===== src/rtl/multi_output_preprocessor.sv =====
// -----------------------------------------------------------------------------
// multi_output_preprocessor
//
// Multi-channel lock-data preprocessor. One sequential datapath serves
// N_CHAN channels. Each accepted sample is scaled by the channel's
// multiplier and shift, added to the channel's previous output, clamped
// to [min, max] and emitted as one output strobe. Every channel keeps a
// shadow copy of its parameters. update_in commits all shadow copies to
// the active copies at once and reloads every prev from its shadow init.
//
// Ports
//   clk_in, reset_in      clock, asynchronous active-high reset
//   data_in, chan_in      signed sample and its channel number
//   data_valid_in         sample valid; taken only while ready_out=1
//   ready_out             high only while the FSM is idle
//   wr_en_in              shadow parameter write strobe
//   wr_chan_in            channel addressed by the write
//   wr_sel_in             field select: 0=max 1=min 2=init 3=mult 4=shift
//   wr_data_in            write data (mult uses low W_MULT bits, shift low W_SH)
//   update_in             commit shadow to active for all channels
//   lock_en_in            per-channel lock enable, sampled in SEND
//   data_out, chan_out    processed result and its channel; held between strobes
//   data_valid_out        one-cycle result strobe
//   err_out               one-cycle pulse when a sample with a bad channel is dropped
// -----------------------------------------------------------------------------
module multi_output_preprocessor #(
    parameter int N_CHAN = 8,
    parameter int W_CH   = 3,
    parameter int W_IN   = 18,
    parameter int W_OUT  = 16,
    parameter int W_MULT = 8,
    parameter int W_SH   = 4
) (
    input  logic              clk_in,
    input  logic              reset_in,
    input  logic [W_IN-1:0]   data_in,
    input  logic [W_CH-1:0]   chan_in,
    input  logic              data_valid_in,
    output logic              ready_out,
    input  logic              wr_en_in,
    input  logic [W_CH-1:0]   wr_chan_in,
    input  logic [2:0]        wr_sel_in,
    input  logic [W_OUT-1:0]  wr_data_in,
    input  logic              update_in,
    input  logic [N_CHAN-1:0] lock_en_in,
    output logic [W_OUT-1:0]  data_out,
    output logic [W_CH-1:0]   chan_out,
    output logic              data_valid_out,
    output logic              err_out
);

    localparam int W_PROD = W_IN + W_MULT;  // full-precision product
    localparam int W_SUM  = W_PROD + 1;     // product plus prev, no overflow
    localparam int N_IDX  = 1 << W_CH;      // every value a channel field can take

    // One bit per encodable channel number: set where the channel exists.
    // A table lookup keeps the channel check legal when N_CHAN is a power of two.
    function automatic logic [N_IDX-1:0] chan_mask();
        logic [N_IDX-1:0] m;
        for (int i = 0; i < N_IDX; i++) begin
            m[i] = (i < N_CHAN);
        end
        return m;
    endfunction

    localparam logic [N_IDX-1:0] CHAN_OK = chan_mask();

    typedef enum logic [2:0] {
        S_IDLE,
        S_SCALE,
        S_SUM,
        S_CLAMP,
        S_SEND
    } state_t;

    // Per-channel parameter set. The fields are stored as raw bits; the
    // datapath applies the signed interpretation where it reads them.
    typedef struct packed {
        logic [W_OUT-1:0]  max;
        logic [W_OUT-1:0]  min;
        logic [W_OUT-1:0]  init;
        logic [W_MULT-1:0] mult;
        logic [W_SH-1:0]   shift;
    } par_t;

    state_t state_q, state_d;

    par_t                    sh_q   [N_CHAN];
    par_t                    sh_d   [N_CHAN];
    par_t                    act_q  [N_CHAN];
    par_t                    act_d  [N_CHAN];
    logic signed [W_OUT-1:0] prev_q [N_CHAN];
    logic signed [W_OUT-1:0] prev_d [N_CHAN];

    logic signed [W_IN-1:0]   data_q, data_d;
    logic [W_CH-1:0]          chan_q, chan_d;
    logic signed [W_PROD-1:0] scaled_q, scaled_d;
    logic signed [W_SUM-1:0]  sum_q, sum_d;
    logic signed [W_OUT-1:0]  clamp_q, clamp_d;
    logic [W_OUT-1:0]         data_out_q, data_out_d;
    logic [W_CH-1:0]          chan_out_q, chan_out_d;
    logic                     data_valid_out_q, data_valid_out_d;
    logic                     err_out_q, err_out_d;

    logic ready, accept, reject;
    logic do_scale, do_sum, do_clamp, do_send;

    // ---------------------------------------------------------------- FSM
    always_ff @(posedge clk_in or posedge reset_in) begin
        if (reset_in) begin
            state_q <= S_IDLE;
        end else begin
            // NOTE: sequential state is assigned with <= so every flop samples pre-edge values.
            state_q <= state_d;
        end
    end

    always_comb begin
        // NOTE: each combinational output gets a default first, so no latch is inferred.
        state_d = state_q;
        case (state_q)
            S_IDLE:  if (data_valid_in && CHAN_OK[chan_in]) state_d = S_SCALE;
            S_SCALE: state_d = S_SUM;
            S_SUM:   state_d = S_CLAMP;
            S_CLAMP: state_d = S_SEND;
            S_SEND:  state_d = S_IDLE;
            default: state_d = S_IDLE;
        endcase
    end

    always_comb begin
        ready    = (state_q == S_IDLE);
        accept   = ready && data_valid_in && CHAN_OK[chan_in];
        reject   = ready && data_valid_in && !CHAN_OK[chan_in];
        do_scale = (state_q == S_SCALE);
        do_sum   = (state_q == S_SUM);
        do_clamp = (state_q == S_CLAMP);
        do_send  = (state_q == S_SEND);
    end

    // ------------------------------------------------------------ datapath
    // Active parameters are read in the state that uses them. An update
    // that lands mid-transaction therefore affects only the later stages.
    par_t                     cur;
    logic [W_PROD-1:0]        prod_raw;
    logic signed [W_PROD-1:0] scale_val;
    logic signed [W_SUM-1:0]  sum_val, max_ext, min_ext, upper_val, clamp_ext;
    logic signed [W_OUT-1:0]  clamp_val, send_val;

    always_comb begin
        cur = act_q[chan_q];
        // Both operands are sign-extended to the product width, so the low
        // W_PROD bits of the product are the exact signed result.
        prod_raw  = {{W_MULT{data_q[W_IN-1]}}, data_q} *
                    {{W_IN{cur.mult[W_MULT-1]}}, cur.mult};
        scale_val = $signed(prod_raw) >>> cur.shift;

        sum_val = $signed({scaled_q[W_PROD-1], scaled_q}) +
                  $signed({{(W_SUM-W_OUT){prev_q[chan_q][W_OUT-1]}}, prev_q[chan_q]});

        // Upper bound first, then lower bound. If min > max the result is min.
        max_ext   = $signed({{(W_SUM-W_OUT){cur.max[W_OUT-1]}}, cur.max});
        min_ext   = $signed({{(W_SUM-W_OUT){cur.min[W_OUT-1]}}, cur.min});
        upper_val = (sum_q > max_ext) ? max_ext : sum_q;
        clamp_ext = (upper_val < min_ext) ? min_ext : upper_val;
        // The clamped value lies between max and min, so it always fits W_OUT.
        clamp_val = clamp_ext[W_OUT-1:0];

        send_val = lock_en_in[chan_q] ? clamp_q : $signed(cur.init);
    end

    always_comb begin
        data_d           = data_q;
        chan_d           = chan_q;
        scaled_d         = scaled_q;
        sum_d            = sum_q;
        clamp_d          = clamp_q;
        data_out_d       = data_out_q;
        chan_out_d       = chan_out_q;
        data_valid_out_d = do_send;
        err_out_d        = reject;

        if (accept) begin
            data_d = data_in;
            chan_d = chan_in;
        end
        if (do_scale) scaled_d = scale_val;
        if (do_sum)   sum_d    = sum_val;
        if (do_clamp) clamp_d  = clamp_val;
        if (do_send) begin
            data_out_d = send_val;
            chan_out_d = chan_q;
        end
    end

    // ------------------------------------------------------ parameter file
    always_comb begin
        sh_d   = sh_q;
        act_d  = act_q;
        prev_d = prev_q;

        if (wr_en_in && CHAN_OK[wr_chan_in]) begin
            case (wr_sel_in)
                3'd0:    sh_d[wr_chan_in].max   = wr_data_in;
                3'd1:    sh_d[wr_chan_in].min   = wr_data_in;
                3'd2:    sh_d[wr_chan_in].init  = wr_data_in;
                3'd3:    sh_d[wr_chan_in].mult  = wr_data_in[W_MULT-1:0];
                3'd4:    sh_d[wr_chan_in].shift = wr_data_in[W_SH-1:0];
                default: ;
            endcase
        end

        if (do_send) prev_d[chan_q] = send_val;

        // Applied last so a coincident update overrides the SEND prev write.
        if (update_in) begin
            act_d = sh_q;
            for (int i = 0; i < N_CHAN; i++) begin
                prev_d[i] = $signed(sh_q[i].init);
            end
        end
    end

    always_ff @(posedge clk_in or posedge reset_in) begin
        if (reset_in) begin
            // NOTE: the parameter/prev file is flops rather than RAM and must read 0 after reset, so it is cleared here.
            for (int i = 0; i < N_CHAN; i++) begin
                sh_q[i]   <= '0;
                act_q[i]  <= '0;
                prev_q[i] <= '0;
            end
            data_q           <= '0;
            chan_q           <= '0;
            scaled_q         <= '0;
            sum_q            <= '0;
            clamp_q          <= '0;
            data_out_q       <= '0;
            chan_out_q       <= '0;
            data_valid_out_q <= 1'b0;
            err_out_q        <= 1'b0;
        end else begin
            sh_q             <= sh_d;
            act_q            <= act_d;
            prev_q           <= prev_d;
            data_q           <= data_d;
            chan_q           <= chan_d;
            scaled_q         <= scaled_d;
            sum_q            <= sum_d;
            clamp_q          <= clamp_d;
            data_out_q       <= data_out_d;
            chan_out_q       <= chan_out_d;
            data_valid_out_q <= data_valid_out_d;
            err_out_q        <= err_out_d;
        end
    end

    assign ready_out      = ready;
    assign data_out       = data_out_q;
    assign chan_out       = chan_out_q;
    assign data_valid_out = data_valid_out_q;
    assign err_out        = err_out_q;

endmodule


===== config.mk =====
export PLATFORM = sky130hd
export DESIGN_NAME = multi_output_preprocessor
export DESIGN_NICKNAME = d
export VERILOG_FILES = /design/src/rtl/multi_output_preprocessor.sv
export SDC_FILE = /design/constraint.sdc
export NUM_CORES = 2
export LEC_CHECK = 0
export ABC_CLOCK_PERIOD_IN_PS = 60200
export CORE_MARGIN = 4
export CORE_UTILIZATION = 35
export CTS_CLUSTER_DIAMETER = 60
export DETAILED_ROUTE_END_ITERATION = 12
export SLEW_MARGIN = 20
export SYNTH_ARGS = -nofsm -noshare
export SYNTH_HDL_FRONTEND = slang
export SYNTH_SLANG_ARGS = --single-unit

===== constraint.sdc =====
create_clock -name clk_in -period 60.2 [get_ports clk_in]
set_input_delay 18.06 -clock clk_in [delete_from_list [all_inputs] [get_ports clk_in]]
set_output_delay 18.06 -clock clk_in [all_outputs]
set_load 0.02 [all_outputs]

==> flow_summary.toml <==
[yosys]
synth_area_leaders = "dfrtp_1, mux2_2, fa_1, o21ai_0, a22oi_1"
ys_seq_area_share_pct = 52.0
async_flop_share_pct = 100
synth_common_cells = "dfrtp_1, mux2_2, o21ai_0, nand2_1, inv_1"
syn_area_per_cell_um2 = 12.1
synth_edf_count = 0
netlist_area_um2 = 57800
ys_warn_count = 0
syn-num-nets = 5066
postSynthCellCount = 4766
synth_top_area_cell = "dfrtp_1"
ys_seq_elements = 1201
yosys.cell_types.count = 83
synth_most_common_cell = "dfrtp_1"
synth_top_area_share_pct = 52.0
synth_ff_type = "dfrtp_1"

[detailed_routing]
routed_via_density = 5.32
drc_errors = 0
vias = 37400
avgRoutedWirePerCell_um = 21.9
ant_nets = 0
dr.pass1.iters = 7
dr.first_iter.drc_count = 2641
finalWirelength_mm = 154

[critical_path]
slowest_stage = "buf_4"
cp_slowest_stage_delay_ps = 860
rrSetupSlack_ps = 51400
r2r-end = "clamp_q[0]"
arrival_ps = 23340
path_max_fanout = 124
worstReg2RegStart = "chan_q[1]"
endpoint_kind = "asynchronous set/reset pin"
worstSetupPathType = "primary input to asynchronous set/reset pin"
crit_start = "reset_in"
endpoint = "act_q[311]"
crit_chain = "clkdlybuf4s50_1 -> inv_8 -> buf_4 -> buf_4 -> buf_4 -> buf_4 -> buf_4"
start_kind = "primary input"
reg2regPathDepth = 25
required_ps = 60960
crit_path_frequent_cell = "buf_4"

[floorplanning]
start_util_pct = 35.4
die_x_um = 414
core_um2 = 164000
rows = 148
die_y_um = 414
die_area_um2 = 172000
io_pins = 78

[layout]
area_delta_synth_final_pct = 13.0
fin_nets = 5052
fillCellCount = 15500
drive_above_1_share_pct = 25.4
multi_input_area_um2 = 25700
ff_latch_area_um2 = 30100
final_area_um2 = 65300

[power]
power.switching_uw = 1580
p_int_uw = 2130
clockPowerShare_pct = 22.1
seqPwrFrac_pct = 28.4
p_leak_uw = 0.0307
peakVddDrop_uv = 61.7
powerDensity_nw_per_um2 = 56.7
comb_power_share_pct = 49.5
power_switching_share_pct = 42.5

[clocking]
holdBufCountCts = 0
root_buffer = "clkbuf_16"
clk_pin_slew_worst_paths_ps = 50
clk_latency_ps = 770
cts_buffers = 132
cts_tree = "done"
clockBufferDepth = 3
htreeDepth = 4
ctsResizeCount = 0
post-cts-setup-buffers = 0
clock-sinks = 1201

[sta]
finalClockSkew_ps = 47.2
fmax_ghz = 0.0443
setup_viol = 0
period_minus_slack_ps = 22580
tns_ps = 0
rsz0062_at_grt = "false"
worst_slew_pin_slew_ps = 1160
finalCritPeriodShare_pct = 37.5
maxSlewViolCount = 0
hold_viol = 0
slew_headroom_pct = 22.8

[placement]
placedInstanceArea_um2 = 60900
hpwlAfterDp_mm = 95.5
place_congestion = 0.844
io_buffers = 76

[outcome]
status = "finished, final reports clean"

[global_routing]
grt_pass1_wl_mm = 239
antenna_found_initial = 14
grtUsageTotal_pct = 17.8
grt_pass1_vias = 38700
grt.overflow.total = 0
grt_max_degree = 219

[run]
max-cap-violations = 0

[min_path]
whs_path_depth = 2
hold_class = "flip-flop to flip-flop"
-- cell usage in the layout, fill, tap and decap left out, types with 10 or more instances in the layout --
cell type        instances
nor2_1                 119
nor2b_1                 67
inv_1                  282
a31oi_1                 36
and4_1                  25
a221oi_1                39
fa_1                   116
nand2_1                296
nand3_1                 22
o21ai_0                338
clkinv_2                18
a22o_1                  41
mux2i_1                161
clkbuf_16              133
nor3_1                  15
xor2_1                  16
buf_4                   72
clkbuf_8                27
nor2_4                  10
clkdlybuf4s50_1         71
o21a_1                  26
mux2_2                 874
clkbuf_1                24
ha_1                   128
xnor2_1                 27
a21o_1                  29
a21oi_1                 69
and2_1                  47
nand2_2                 11
o211ai_1                10
a22oi_1                220
a211oi_1                16
dfrtp_1               1200
nand4_1                 40
nand2b_1                17
or2_0                   10
-- cell families (layout without fill, tap and decap cells) --
family | Yosys count | after routing | synth area share (%)
AO/OA/AOI/OAI | 914 | 914 | 10.5
XOR/XNOR | 43 | 43 | 0.651
adder cells (fa/ha/maj) | 244 | 244 | 6.79
buffers and inverters | 584 | 667 | 3.87
flip-flops | 1201 | 1201 | 52.0
multiplexers | 1045 | 1045 | 20.1
other | 1 | 6 | 0.00648
AND/OR/NAND/NOR | 734 | 734 | 6.14
-- worst max-delay path, delay by kind of cell --
kind                   cells  cell delay [ps]
buffers and inverters      7             5050
-- registers in the layout, indices dropped and copies added, names as in the netlist --
| name | flops |
|---|---|
| act_q | 480 |
| sh_q | 480 |
| prev_q | 128 |
| sum_q | 27 |
| scaled_q | 26 |
| data_q | 18 |
| clamp_q | 16 |
| data_out | 16 |
| chan_out | 3 |
| chan_q | 3 |
| state_q | 3 |
| data_valid_out | 1 |
-- metal layers --
metal  vias to the layer above  track usage (%)  share of wire [%]
met3                       215             2.18                3.8
met4                         4             5.48                2.8
met5                         -                0              0.018
li1                      16900                -                  -
met1                     19500             24.1                 45
met2                       708             29.7                 48
-- power groups by stage --
stage          registers [µW]  clock network, µW  logic (µW)
2_1_floorplan            1030                  0        1350
3_5_place_dp             1070                  0        1830
3_3_place_gp             1060                  0        1820
4_1_cts                  1050                838        1850
6_report                 1050                818        1830
5_1_grt                  1070                870        2050
-- stage by stage --
stage	instances	total power, µW	setup slack [ps]	hold slack (ps)	utilization [%]
after global placement	6793	2880	36610	473	37.3
after detailed placement	6793	2900	36520	468	37.2
after global routing	7024	3990	36740	508	40.0
after floorplan	4766	2380	8310	445	-
final	7029	3710	37620	474	40.0
after CTS	7024	3740	37350	477	39.9
-- worst min path at each step --
stage	startpoint	endpoint	slack (ps)
floorplan	scaled_q[23]	scaled_q[23]	450
global placement	sh_q[446]	prev_q[126]	470
detailed placement	scaled_q[23]	scaled_q[23]	470
CTS	scaled_q[23]	scaled_q[23]	480
global route	sh_q[406]	act_q[406]	510
finish	scaled_q[23]	scaled_q[23]	470
-- final cells by class --
| type | count | area share [%] |
|---|---|---|
| Antenna cell | 5 | 0.0191 |
| Clock inverter | 47 | 0.957 |
| Clock buffer | 184 | 5.80 |
| Tap cell | 2175 | 4.16 |
| Inverter | 285 | 1.65 |
| Multi-Input combinational cell | 2981 | 39.4 |
| Timing Repair Buffer | 151 | 2.06 |
| Sequential cell | 1201 | 46.0 |
No activity file was read; power rests on OpenSTA's default activity.
